File: config.mk
export PLATFORM = sky130hd
export DESIGN_NAME = da_idct4_flat
export DESIGN_NICKNAME = d
export VERILOG_FILES = /design/src/rtl/da_dct_pkg.sv /design/src/rtl/da_idct4_if.sv /design/src/rtl/da_idct4_lut.sv /design/src/rtl/da_idct4.sv /design/src/flat_wrapper.sv
export SDC_FILE = /design/constraint.sdc
export NUM_CORES = 1
export LEC_CHECK = 0
export BUFFER_PORTS_ARGS = -buffer_cell sky130_fd_sc_hd__buf_2
export CAP_MARGIN = 40
export CELL_PAD_IN_SITES_DETAIL_PLACEMENT = 1
export CELL_PAD_IN_SITES_GLOBAL_PLACEMENT = 1
export CORE_MARGIN = 8
export CORE_UTILIZATION = 40
export CTS_CLUSTER_DIAMETER = 80
export CTS_CLUSTER_SIZE = 40
export DETAILED_ROUTE_END_ITERATION = 8
export GPL_TIMING_DRIVEN = 0
export PLACE_DENSITY = 0.8
export SYNTH_ARGS = -nofsm -noshare
export SYNTH_HDL_FRONTEND = slang
export SYNTH_HIERARCHICAL = 1
export SYNTH_SLANG_ARGS = --single-unit
File: constraint.sdc
create_clock -name clk -period 6.98 [get_ports clk]
set_input_delay 1.396 -clock clk [delete_from_list [all_inputs] [get_ports clk]]
set_output_delay 1.396 -clock clk [all_outputs]
set_load 0.05 [all_outputs]
File: src/rtl/da_dct_pkg.sv
// da_dct_pkg: shared Q2.14 DCT coefficients, width defaults and FSM states.
package da_dct_pkg;

    localparam int DEF_IN_W  = 16;
    localparam int DEF_ACC_W = 32;
    localparam int DEF_OUT_W = 18;
    localparam int FRAC_W    = 14;
    localparam int LUT_W     = 16;

    typedef logic signed [LUT_W-1:0] coef_t;

    // C[n][k] of the orthonormal 4-point IDCT, Q2.14
    localparam coef_t C_Q14 [4][4] = '{
        '{16'sd8192,  16'sd10703,  16'sd8192,  16'sd4433},
        '{16'sd8192,  16'sd4433,  -16'sd8192, -16'sd10703},
        '{16'sd8192, -16'sd4433,  -16'sd8192,  16'sd10703},
        '{16'sd8192, -16'sd10703,  16'sd8192, -16'sd4433}
    };

    typedef enum logic [1:0] {IDLE, BUSY, DONE} state_e;

endpackage

File: src/rtl/da_idct4_if.sv
// da_idct4_if: input/output handshake and sample buses of the 4-point IDCT.
interface da_idct4_if
    import da_dct_pkg::*;
#(
    parameter int IN_W  = DEF_IN_W,
    parameter int OUT_W = DEF_OUT_W
);
    logic                    in_valid;
    logic                    in_ready;
    logic signed [IN_W-1:0]  z0, z1, z2, z3;
    logic                    out_valid;
    logic                    out_ready;
    logic signed [OUT_W-1:0] x0, x1, x2, x3;

    modport master (
        output in_valid, z0, z1, z2, z3, out_ready,
        input  in_ready, out_valid, x0, x1, x2, x3
    );

    modport slave (
        input  in_valid, z0, z1, z2, z3, out_ready,
        output in_ready, out_valid, x0, x1, x2, x3
    );
endinterface

File: src/rtl/da_idct4_lut.sv
// da_idct4_lut: one IDCT row's distributed-arithmetic LUT, sum of C[ROW][k] over set address bits.
module da_idct4_lut
    import da_dct_pkg::*;
#(
    parameter int ROW = 0
) (
    input  logic [3:0] addr_i,
    input  logic       cs_i,
    output coef_t      data_o
);
    // addr_i[3] selects z0's coefficient, addr_i[0] selects z3's
    always_comb begin
        data_o = '0;
        for (int k = 0; k < 4; k++)
            data_o = data_o + ((cs_i && addr_i[3-k]) ? C_Q14[ROW][k] : coef_t'(0));
    end
endmodule

File: src/rtl/da_idct4.sv
// da_idct4: bit-serial distributed-arithmetic 4-point IDCT, one coefficient bit per cycle.
module da_idct4
    import da_dct_pkg::*;
#(
    parameter int IN_W  = DEF_IN_W,
    parameter int ACC_W = DEF_ACC_W,
    parameter int OUT_W = DEF_OUT_W
) (
    input  logic     clk,
    input  logic     rst,
    da_idct4_if.slave io
);
    localparam int CNT_W = $clog2(IN_W);

    state_e                  state_q, state_d;
    logic [IN_W-1:0]         zs_q [4], zs_d [4];
    logic signed [ACC_W-1:0] acc_q [4], acc_d [4];
    logic signed [OUT_W-1:0] x_q [4], x_d [4];
    logic [CNT_W-1:0]        cnt_q, cnt_d;
    logic [3:0]              addr;
    logic                    cs;
    logic                    last;
    coef_t                   lut [4];

    assign addr = {zs_q[0][0], zs_q[1][0], zs_q[2][0], zs_q[3][0]};
    assign cs   = state_q == BUSY;
    assign last = cnt_q == CNT_W'(IN_W - 1);

    for (genvar r = 0; r < 4; r++) begin : g_lut
        da_idct4_lut #(.ROW(r)) u_lut (
            .addr_i(addr),
            .cs_i  (cs),
            .data_o(lut[r])
        );
    end

    always_comb begin
        state_d = state_q;
        zs_d    = zs_q;
        acc_d   = acc_q;
        x_d     = x_q;
        cnt_d   = cnt_q;
        case (state_q)
            IDLE: if (io.in_valid) begin
                state_d = BUSY;
                zs_d    = '{io.z0, io.z1, io.z2, io.z3};
                acc_d   = '{default: '0};
                cnt_d   = '0;
            end
            BUSY: begin
                // the top bit carries negative weight in two's complement
                for (int r = 0; r < 4; r++) begin
                    acc_d[r] = last ? acc_q[r] - (ACC_W'(lut[r]) <<< cnt_q)
                                    : acc_q[r] + (ACC_W'(lut[r]) <<< cnt_q);
                    zs_d[r]  = zs_q[r] >> 1;
                    if (last)
                        x_d[r] = OUT_W'(acc_d[r] >>> FRAC_W);
                end
                cnt_d = cnt_q + 1'b1;
                if (last)
                    state_d = DONE;
            end
            DONE: if (io.out_ready) state_d = IDLE;
            default: state_d = IDLE;
        endcase
    end

    always_ff @(posedge clk) begin
        if (rst) begin
            state_q <= IDLE;
            zs_q    <= '{default: '0};
            acc_q   <= '{default: '0};
            x_q     <= '{default: '0};
            cnt_q   <= '0;
        end else begin
            state_q <= state_d;
            zs_q    <= zs_d;
            acc_q   <= acc_d;
            x_q     <= x_d;
            cnt_q   <= cnt_d;
        end
    end

    assign io.in_ready  = state_q == IDLE;
    assign io.out_valid = state_q == DONE;
    assign io.x0        = x_q[0];
    assign io.x1        = x_q[1];
    assign io.x2        = x_q[2];
    assign io.x3        = x_q[3];
endmodule
File: src/flat_wrapper.sv
// flat-port wrapper written by rule: the top's interface ports become plain ports
module da_idct4_flat import da_dct_pkg::*;
#(
    parameter int IN_W  = DEF_IN_W,
    parameter int ACC_W = DEF_ACC_W,
    parameter int OUT_W = DEF_OUT_W
)
  (clk, rst, io_in_valid, io_z0, io_z1, io_z2, io_z3, io_out_ready, io_in_ready, io_out_valid, io_x0, io_x1, io_x2, io_x3);
  da_idct4_if #(.IN_W(IN_W), .OUT_W(OUT_W)) io_i ();
  input  logic clk;
  input  logic rst;
  input wire logic [$bits(io_i.in_valid)-1:0] io_in_valid;
  input wire logic [$bits(io_i.z0)-1:0] io_z0;
  input wire logic [$bits(io_i.z1)-1:0] io_z1;
  input wire logic [$bits(io_i.z2)-1:0] io_z2;
  input wire logic [$bits(io_i.z3)-1:0] io_z3;
  input wire logic [$bits(io_i.out_ready)-1:0] io_out_ready;
  output wire logic [$bits(io_i.in_ready)-1:0] io_in_ready;
  output wire logic [$bits(io_i.out_valid)-1:0] io_out_valid;
  output wire logic [$bits(io_i.x0)-1:0] io_x0;
  output wire logic [$bits(io_i.x1)-1:0] io_x1;
  output wire logic [$bits(io_i.x2)-1:0] io_x2;
  output wire logic [$bits(io_i.x3)-1:0] io_x3;
  assign io_i.in_valid = io_in_valid;
  assign io_i.z0 = io_z0;
  assign io_i.z1 = io_z1;
  assign io_i.z2 = io_z2;
  assign io_i.z3 = io_z3;
  assign io_i.out_ready = io_out_ready;
  assign io_in_ready = io_i.in_ready;
  assign io_out_valid = io_i.out_valid;
  assign io_x0 = io_i.x0;
  assign io_x1 = io_i.x1;
  assign io_x2 = io_i.x2;
  assign io_x3 = io_i.x3;
  da_idct4 #(.IN_W(IN_W), .ACC_W(ACC_W), .OUT_W(OUT_W)) u_core (.clk(clk), .rst(rst), .io(io_i));
endmodule
==> metrics.md <==
| Metric | Value |
|---|---|
| Status | `complete, no violations` |
| Arr. time, crit path | `between 7 and 8 ns` |
| Synth area leader | `dfxtp_1` |
| Share of async-settable or async-resettable flops after synthesis | `0%` |
| Total Routing Usage GR | `~28%` |
| FMAX | `~150 MHz` |
| Family with the most delay on the worst path | `compound AO/OA/AOI/OAI gates` |
| Routed vias | `between 20000 and 30000` |
| Initial antenna violation count | `0` |
| Sequential share of power | `around 29%` |
| Share of post-route cells with drive strength above 1 | `approximately 17%` |
| Largest net degree at the start of global routing | `22` |
| Setup-failing EPs final | `0` |
| Clk root buf | `clkbuf_16` |
| Wirelength, routed | `around 100000 microns` |
| Post-synth EDFFs | `0` |
| H-tree depth | `1` |
| Ports | `between 100 and 150` |
| PD cells | `211.2 nW/um^2` |
| Netlist cell types | `between 100 and 150` |
| Longest Clk Path Bufs | `3` |
| Drt wl/cell | `~24 microns` |
| Cell area after layout | `around 29000 sq um` |
| Worst-Margin Slew | `between 0.9 and 1 ns` |
| DRC viols | `0` |
| Sequential share of the synthesized area | `between 20% and 30%` |
| DR iter-0 viols | `2323` |
| Area Overhead vs Synth | `16.96%` |
| Die area | `~69000 sq um` |
| Global placer's final weighted congestion | `between 1 and 1.5` |
| Dpl ws | `-1.919 ns` |
| Die height | `263.5 microns` |
| HPWL after detailed placement | `slightly below 80000 microns` |
| Site Rows | `90` |
| Max-cap violations | `0` |
| Max Slew Vio Count | `0` |
| Crit Path Class | `reg -> reg` |
| Vias in the first global route | `~26000` |
| Most used cell along the critical path | `a21oi_1` |
| Count leader, synth | `nor2_1` |
| CTS tree | `yes` |
| Main area contributors after synthesis | `dfxtp_1 22%, ha_1 8.0%, nor2_1 7.1%, a21oi_1 6.4%, nand2_1 5.0%` |
| CP max-delay cell | `mux4_2` |
| Antenna Violating Nets Remaining | `0` |
| CTS Hold Bufs | `0` |
| Logic pwr share | `~46%` |
| Leakage | `between 10 and 15 nW` |
| Req. time, crit path | `~7.5 ns` |
| Worst-path clk slew | `~0.08 ns` |
| Finished Core Util | `47.39%` |
| Area of the multi-input gates | `approximately 18000 sq um` |
| Clock power frac | `between 20% and 30%` |
| Startpoint types | `flip-flop` |
| Gr ovfl total | `0` |
| Starting Density | `about two fifths` |
| Via density | `6.065` |
| Final hold vios | `0` |
| Share of the synthesized area in the top cell type | `22.06%` |
| Switching share of power | `41.66%` |
| FILL cells | `about 7500` |
| DP Area | `approximately 26000 sq um` |
| RSZ-0062 raised after global routing | `true` |
| Final setup margin | `around 0.092 ns` |
| Core area | `~60000 sq um` |
| Number of buffers added on ports | `~140` |
| NetSw | `~2.5 mW` |
| Synth Instances | `between 3000 and 4000` |
| Clock Sinks | `between 200 and 300` |
| Top cells by count, synth | `463 x nor2_1, 325 x nand2_1, 313 x a21oi_1` |
| Post-layout net count | `~3700` |
| Worst-Skew Late Latency | `a little under 0.6 ns` |
| Non-filler cells, final | `~4300` |
| CP peak stage delay | `approximately 0.55 ns` |
| Setup TNS | `0 ns` |
| Slew headroom | `a little over a third` |
| Synth Flop Type | `dfxtp_1` |
| Synth Register Bits | `between 200 and 300` |
| Minimum clock period | `around 7 ns` |
| First-pass DRT Iterations | `6` |
| Peak supply drop | `roughly 170 uV` |
| Worst setup EP type | `flip-flop` |
| Die X | `263.5 microns` |
| Netlist area before placement | `around 25000 sq um` |
| Buf+Inv Stages, Crit Path | `4` |
| Storage cell area | `5410 sq um` |
| Placed cell count | `just over 4000` |
| Hold Crit Class | `reg -> reg` |
| Syn Area/Cell | `around 7.6 sq um` |
| P_int | `roughly 3.5 mW` |
| Total CTS buffers | `24` |
| Synth Warn # | `6` |
| Layout Skew | `0.02445 ns` |
| Post-route clock period utilization | `about 100%` |
| CP max FO | `10` |
| First-pass GRT wire length | `153700 microns` |
-- path summary, 6_finish.rpt --
path	from	endpoint	slack (ns)	cells past startpoint
setup / recovery	u_core/state_q[1]$_SDFFE_PP0P_	u_core/io.x2[17]$_SDFFE_PP0P_	0.09	29
hold / removal	u_core/io.x2[9]$_SDFFE_PP0P_	u_core/io.x2[9]$_SDFFE_PP0P_	0.45	2
setup reg to reg	u_core/state_q[1]$_SDFFE_PP0P_	u_core/io.x2[17]$_SDFFE_PP0P_	0.09	29
hold reg to reg	u_core/io.x2[9]$_SDFFE_PP0P_	u_core/io.x2[9]$_SDFFE_PP0P_	0.45	2
-- kinds of logic after synthesis --
| logic type | count (synthesis) | share of synthesized area, % |
|---|---|---|
| flops | 270 | 22.06 |
| mux | 158 | 9.371 |
| compound gates | 895 | 23.78 |
| buf+inv | 306 | 5.796 |
| fa+ha+maj | 163 | 8.538 |
| simple gates | 1208 | 22.92 |
| xor+xnor | 209 | 7.502 |
| other cells | 2 | 0.03065 |
-- per-stage QoR --
stage | hold WS (ns) | total power [mW]
2_1_floorplan | 0.4265 | 3.657
3_3_place_gp | 0.4407 | 4.260
3_5_place_dp | 0.4462 | 4.340
4_1_cts | 0.4586 | 5.950
5_1_grt | 0.4770 | 6.391
6_report | 0.4533 | 6.052
-- power by group through the flow --
| stage | Clock [mW] | Combinational [mW] | Sequential [mW] |
|---|---|---|---|
| after floorplan | 0 | 1.91 | 1.74 |
| after detailed placement | 0 | 2.57 | 1.77 |
| final | 1.51 | 2.80 | 1.74 |
| after global routing | 1.61 | 3.03 | 1.75 |
| after global placement | 0 | 2.50 | 1.76 |
| after CTS | 1.55 | 2.66 | 1.73 |
-- routing by layer --
| metal | track usage [%] | vias up | wire (microns) |
|---|---|---|---|
| li1 | - | 11935 | - |
| met3 | 4.158 | 243 | 7579 |
| met2 | 44.46 | 1017 | 45890 |
| met4 | 12.66 | 0 | 5233 |
| met5 | 0 | - | 0 |
| met1 | 36.30 | 12659 | 43570 |
-- sequential cells by signal (all words and copies together), names as in the netlist --
| name | count |
|---|---|
| u_core/io.x0 | 18 |
| u_core/io.x2 | 18 |
| u_core/state_q | 2 |
| u_core/io.x1 | 18 |
| u_core/cnt_q | 4 |
| u_core/zs_q | 60 |
| u_core/acc_q | 128 |
| u_core/addr | 4 |
| u_core/io.x3 | 18 |
-- what timing repair did --
item                       in CTS  in global routing
buffers inserted               26                 36
setup endpoints to repair     168                 69
pin swaps                      27                 78
gates cloned                    3                  0
resized for setup             104                110
hold endpoints to repair        0                  0
-- layout by cell type, fill, tap and decap left out, types with 26 or more instances in the layout --
cell type	netlist	routed
nor2b_1	104	103
a22oi_1	74	73
a21oi_1	313	302
ha_1	156	144
mux2i_1	85	76
a31oi_1	32	27
clkbuf_16	0	26
xnor2_1	127	119
buf_2	26	166
dfxtp_1	270	266
nor2_1	463	455
buf_6	10	27
o21a_1	26	26
inv_1	79	76
a22o_1	42	42
xor2_1	81	79
o21ai_0	128	115
nand2_1	325	318
a21o_1	70	70
buf_4	29	93
nor3_1	101	99
clkbuf_1	130	110
mux4_2	50	50
nand3_1	40	40
-- worst reg2reg max path: cells and delay by family (launching register included) --
family                   cells  cell delay, ns
AO/OA/AOI/OAI               10            2.15
AND/OR/NAND/NOR              8            1.52
adder cells (fa/ha/maj)      4            1.40
buffers and inverters        4            0.61
multiplexers                 1            0.55
flip-flops                   1            0.33
XOR/XNOR                     2            0.26
-- area by class of cell --
class                   instances  share of cell area, %
plain buffers                 221                  4.144
clock buffers                  26                  2.231
well taps                     782                  3.414
flip-flops and latches        270                  18.88
multi-input cells            2637                  64.19
inverters                      80                  1.122
diodes                          1               0.008732
clock inverters                18                 0.8209
repair buffers                228                  5.187
Note: power is estimated with default switching activity, not from simulation.
